[config.mk]
export PLATFORM = sky130hd
export DESIGN_NAME = gf10_locator_eval
export DESIGN_NICKNAME = d
export VERILOG_FILES = /design/src/rtl/gf10_locator_eval.sv
export SDC_FILE = /design/constraint.sdc
export NUM_CORES = 1
export LEC_CHECK = 0
export CAP_MARGIN = 10
export CORE_MARGIN = 1.5
export CORE_UTILIZATION = 50
export DETAILED_ROUTE_END_ITERATION = 6
export PLACE_DENSITY_LB_ADDON = 0.2
export SKIP_LAST_GASP = 1
export SYNTH_ARGS = -nofsm -noshare
export SYNTH_HDL_FRONTEND = slang
export SYNTH_SLANG_ARGS = --single-unit
[constraint.sdc]
create_clock -name clk -period 2.9 [get_ports clk]
set_input_delay 0.87 -clock clk [delete_from_list [all_inputs] [get_ports clk]]
set_output_delay 0.87 -clock clk [all_outputs]
set_load 0.02 [all_outputs]
[src/rtl/gf10_locator_eval.sv]
// Horner evaluation of the error-locator polynomial over GF(2^10) at one point per T+2 cycles.
// Result appears T edges after accept; a stalled result holds all outputs and blocks new points.
module gf10_locator_eval #(
    parameter int GF_LEN  = 10,
    parameter int T       = 8,
    parameter int IDX_MAX = 1022
) (
    input  logic                     clk,
    input  logic                     in_ctr_Arstn,
    input  logic                     in_ctr_load,
    input  logic                     in_ctr_clear,
    input  logic [(T+1)*GF_LEN-1:0]  in_sigma,
    input  logic [GF_LEN-1:0]        in_alpha,
    input  logic                     in_alpha_valid,
    output logic                     out_alpha_ready,
    output logic [GF_LEN-1:0]        out_eval,
    output logic                     out_root,
    output logic [GF_LEN-1:0]        out_index,
    output logic                     out_valid,
    input  logic                     in_out_ready,
    output logic [4:0]               out_root_cnt
);

    typedef enum logic [1:0] {S_IDLE, S_READY, S_CALC, S_DONE} state_t;

    state_t                     r_state;
    state_t                     w_state_nxt;
    logic [(T+1)*GF_LEN-1:0]    r_sigma;
    logic [GF_LEN-1:0]          r_x;
    logic [GF_LEN-1:0]          r_acc;
    logic [4:0]                 r_k;
    logic [GF_LEN-1:0]          r_index;
    logic [4:0]                 r_cnt;
    logic                       w_accept;
    logic                       w_out_hs;
    logic [GF_LEN-1:0]          w_sigma_k;
    logic [GF_LEN-1:0]          w_mult;

    // Shift-and-add multiply, reducing by x^10 = x^3 + 1 as each partial product shifts up.
    function automatic logic [GF_LEN-1:0] gf_mult_2_10_comb(input logic [GF_LEN-1:0] a,
                                                            input logic [GF_LEN-1:0] b);
        logic [GF_LEN-1:0] p;
        logic [GF_LEN-1:0] aa;
        p  = '0;
        aa = a;
        for (int i = 0; i < GF_LEN; i++) begin
            if (b[i]) p = p ^ aa;
            if (aa[GF_LEN-1]) aa = {aa[GF_LEN-2:0], 1'b0} ^ GF_LEN'(10'h009);
            else              aa = {aa[GF_LEN-2:0], 1'b0};
        end
        return p;
    endfunction

    assign w_sigma_k = r_sigma[int'(r_k)*GF_LEN +: GF_LEN];
    assign w_mult    = gf_mult_2_10_comb(r_acc, r_x);
    assign w_accept  = (r_state == S_READY) && in_alpha_valid && !in_ctr_load;
    assign w_out_hs  = (r_state == S_DONE) && in_out_ready && !in_ctr_load;

    always_ff @(posedge clk or negedge in_ctr_Arstn) begin
        if (!in_ctr_Arstn) r_state <= S_IDLE;
        else               r_state <= w_state_nxt;
    end

    always_comb begin
        w_state_nxt = r_state;
        if (in_ctr_load) begin
            w_state_nxt = S_READY;
        end else begin
            case (r_state)
                S_IDLE:  w_state_nxt = S_IDLE;
                S_READY: if (in_alpha_valid) w_state_nxt = S_CALC;
                S_CALC:  if (r_k == 5'd0)    w_state_nxt = S_DONE;
                S_DONE:  if (in_out_ready)   w_state_nxt = S_READY;
                default: w_state_nxt = S_IDLE;
            endcase
        end
    end

    always_ff @(posedge clk or negedge in_ctr_Arstn) begin
        if (!in_ctr_Arstn) begin
            r_sigma <= '0;
            r_x     <= '0;
            r_acc   <= '0;
            r_k     <= '0;
            r_index <= '0;
            r_cnt   <= '0;
        end else if (in_ctr_load) begin
            r_sigma <= in_sigma;
            r_acc   <= '0;
            r_index <= '0;
            r_cnt   <= '0;
        end else begin
            if (w_accept) begin
                r_x   <= in_alpha;
                r_acc <= r_sigma[T*GF_LEN +: GF_LEN];
                r_k   <= 5'(T-1);
            end
            if (r_state == S_CALC) begin
                r_acc <= w_mult ^ w_sigma_k;
                r_k   <= r_k - 5'd1;
            end
            // Clear takes priority over a coincident result handshake.
            if (in_ctr_clear) begin
                r_index <= '0;
                r_cnt   <= '0;
            end else if (w_out_hs) begin
                r_index <= (r_index == GF_LEN'(IDX_MAX)) ? '0 : r_index + 1'b1;
                if ((r_acc == '0) && (r_cnt != 5'd31)) r_cnt <= r_cnt + 5'd1;
            end
        end
    end

    assign out_alpha_ready = (r_state == S_READY);
    assign out_valid       = (r_state == S_DONE);
    assign out_eval        = r_acc;
    assign out_root        = (r_state == S_DONE) && (r_acc == '0);
    assign out_index       = r_index;
    assign out_root_cnt    = r_cnt;

endmodule

==> implementation parameters, run 1 <==
Parameter                              Value

Placed design
  IO buf count ... 133
  Detailed-placement wirelength estimate ... 14100 microns
  Post-detailed-placement cell area ... 9560 sq um
  Final weighted congestion in routability-driven placement ... 0.897

CTS
  Clock latency of the later-clocked register in the worst-skew pair ... 420 ps
  Number of sinks on the clock net ... 132
  Clock transition at the registers of the reported paths ... 60 ps
  Clock buffers created by TritonCTS ... 17
  Longest Clk Path Bufs ... 2
  H-tree level count ... 4
  CTS root buf ... clkbuf_16
  Clock tree from TritonCTS ... done

Finish
  Post-layout instance area ... 10200 sq um
  Top library cells by usage in the layout, fill and taps aside ... 132 x dfrtp_1, 130 x clkdlybuf4s50_1, 107 x mux2_2
  Fill cell instance count of the final layout ... 1243
  Number of nets in the finished design ... 953
  Area occupied by multi-input gates ... 4420 sq um
  Diode insertion count for antenna repair ... 0
  Layout-stage area growth over the synthesis result ... 26.7%
  Layout cells sized above 1 ... 21.2%
  Most common library cell in the layout ignoring fill and taps ... dfrtp_1
  Combined flip-flop and latch cell area ... 3300 sq um

Synthesis
  Synthesized cell area ... 8030 sq um
  EDFF count, synth ... 0
  Post-synthesis sequential area ratio ... 41.1%
  Number of storage elements in the synthesis netlist ... 132
  Main synth FF type ... dfrtp_1
  Synthesized instance count ... 717
  Async set-reset flop share out of synthesis ... 100%
  Synthesis warning total ... 0
  Number of distinct library cell variants in the gate-level netlist after synthesis ... 51
  Synthesized area per cell ... 11.2 sq um
  Number of nets in the synthesized netlist ... 832

Power and ir drop
  Worst VDD drop ... 0.000540 V
  Power per cell area ... 950 nW/um^2
  Power Total ... 9.67 mW
  LEAKAGE ... 4.31 nW

Drt
  Total vias in the final route ... 6008
  DR pass1 iterations ... 5
  Count of nets left with antenna violations after detail routing ... 0
  Average vias per placed instance ... 5.63
  Final wirelength ... 19600 microns
  Violation count after the first detailed-routing iteration ... 419
  Routed len/inst ... 18.4 microns
  DRC Markers ... 0

Setup path
  Worst path required time ... 2030 ps
  Maximum fanout encountered on the critical timing path ... 7
  Critical path capture point type ... output port
  Worst-path cell with the longest stage delay ... clkdlybuf4s50_1
  Top cell family by delay on the critical path ... buffers and inverters
  List of cells traversed by the critical path ... inv_1 > ha_1 > clkdlybuf4s50_1
  Arrival @ worst endpoint ... 1900 ps
  Slowest Stage Delay on Critical Path ... 670 ps
  Buffers and inverters on the worst path ... 2
  Critical path startpoint category ... flop
  Launch point of the worst reg-to-reg path ... r_k[0]
  End of the worst register-to-register path ... out_eval[5]
  R2r worst-path depth ... 6
  Worst Path Class, Setup ... flop to output port
  Flop2flop setup slack ... 300 ps

Floorplan
  Core outline area ... 15800 sq um
  Floorplan die area ... 16800 sq um
  Effective utilization at floorplan ... 50.9%
  Vertical die dimension ... 130 microns
  Ports ... 134
  Cell Rows ... 46
  Die outline width ... 130 microns

Timing
  Final-layout worst hold slack ... 429 ps
  Tmin final ... 2770 ps
  Worst slew margin relative to its limit ... 47.2%
  Maximum frequency from static timing analysis ... 360 MHz
  Max Transition Viols Final ... 0
  Slew @ Worst Pin ... 793 ps
  Final setup violation count ... 0
  Post-Route Setup TNS ... 0 ps
  Unrepaired setup endpoints after global routing ... no
  Tcrit/Tclk final ... 95.7%
  Final hold violation count ... 0
  Worst clock skew on the final layout ... 7.20 ps

GRT
  Wire length of the first global-routing pass ... 31400 microns
  Overall global routing resource usage ... 24.6%
  Via count of the first global-routing pass ... 5954
  Pin count of the biggest net entering global routing ... 62
  Total grt overflow ... 0
  Number of antenna violations at the first check in global routing ... 0

Worst hold path
  Classification of the worst-slack hold path ... primary input to asynchronous set/reset pin

Flow run
  Total of max-cap violations ... 0

Run status
  Run status ... completed
==> sequential cells by signal, summed over array words and instances (netlist names) <==
signal,flops
r_x,10
out_eval,10
r_sigma,90
r_k,5
out_index,10
r_state,2
out_root_cnt,5
==> area by class of cell <==
| class | instances | area share [%] |
|---|---|---|
| flip-flops and latches | 132 | 32.4 |
| well taps | 216 | 2.65 |
| clock inverters | 11 | 1.47 |
| repair buffers | 158 | 15.1 |
| inverters | 11 | 0.406 |
| clock buffers | 21 | 4.52 |
| multi-input cells | 518 | 43.4 |
==> timing repair <==
item	4_1_cts	5_1_grt
endpoints found under the setup margin	1	0
hold buffers	0	0
buffers inserted	2	0
gates resized for setup	1	0
==> routing by layer <==
metal	part of all wire [%]	track usage [%]	routed length [microns]	up-vias
met4	2.4	9.61	478	0
met3	5.8	5.21	1130	31
met2	49	40.5	9690	234
li1	-	-	-	2756
met1	42	32.0	8310	2987
met5	0	0	0	-
==> cells by family after synthesis <==
group,Yosys count,synth area share [%]
XOR/XNOR,99,13.3
buffers and inverters,67,3.88
adder cells (fa/ha/maj),9,1.40
AND/OR/NAND/NOR,174,9.78
multiplexers,154,23.3
flip-flops,132,41.1
AO/OA/AOI/OAI,82,7.18
==> worst max path at each step <==
stage                      start         endpoint  slack (ps)  depth (start not counted)
global route          r_state[1]  out_alpha_ready          50                          3
finish                r_state[1]  out_alpha_ready         130                          3
detailed placement  in_out_ready  out_root_cnt[3]         320                          6
global placement    in_out_ready     out_index[9]         360                          7
floorplan            out_eval[6]         out_root         500                          5
CTS                   r_state[1]  out_alpha_ready         150                          3
==> through the flow <==
| step | worst slack (ps) | instances | utilization, % |
|---|---|---|---|
| 6_report | 126 | 1067 | 64.6 |
| 2_1_floorplan | 501 | 717 | - |
| 3_3_place_gp | 365 | 1033 | 60.6 |
| 5_1_grt | 47.5 | 1067 | 64.6 |
| 4_1_cts | 147 | 1067 | 64.6 |
| 3_5_place_dp | 322 | 1033 | 60.6 |
==> cell usage after synthesis (6+ instances only) <==
cell type	n	share of area (%)
a21oi_1	22	1.4
a22oi_1	14	1.3
a211oi_1	9	0.84
nand2_1	87	4.1
mux4_2	8	2.2
ha_1	9	1.4
nor2_1	39	1.8
dfrtp_1	132	41
nand3_1	8	0.50
mux2_2	107	15
nor2b_1	9	0.70
clkbuf_1	28	1.3
xnor2_1	57	6.2
o32ai_1	6	0.65
xnor3_1	12	3.4
mux4_1	6	2.0
xor2_1	27	2.9
a2bb2oi_1	6	0.65
o21ai_0	7	0.44
inv_1	11	0.51
mux2i_1	33	4.1
buf_2	18	1.1
==> power breakdown <==
| group | switching, mW | internal [mW] | total (mW) | leakage, nW |
|---|---|---|---|---|
| Sequential | 0.495 | 2.11 | 2.61 | 1.59 |
| Clock | 0.810 | 1.40 | 2.21 | 0.294 |
| Combinational | 2.18 | 2.67 | 4.85 | 2.42 |
| Total | 3.49 | 6.18 | 9.67 | 4.31 |
No activity file was read; power rests on OpenSTA's default activity.
==> run 2, diff against run 1 <==
GPL_ROUTABILITY_DRIVEN = 0   (was default)
SKIP_LAST_GASP = default   (was 1)
==> results of run 2 <==
Same layout as run 1: the final DEF is identical, and so are final timing and power.
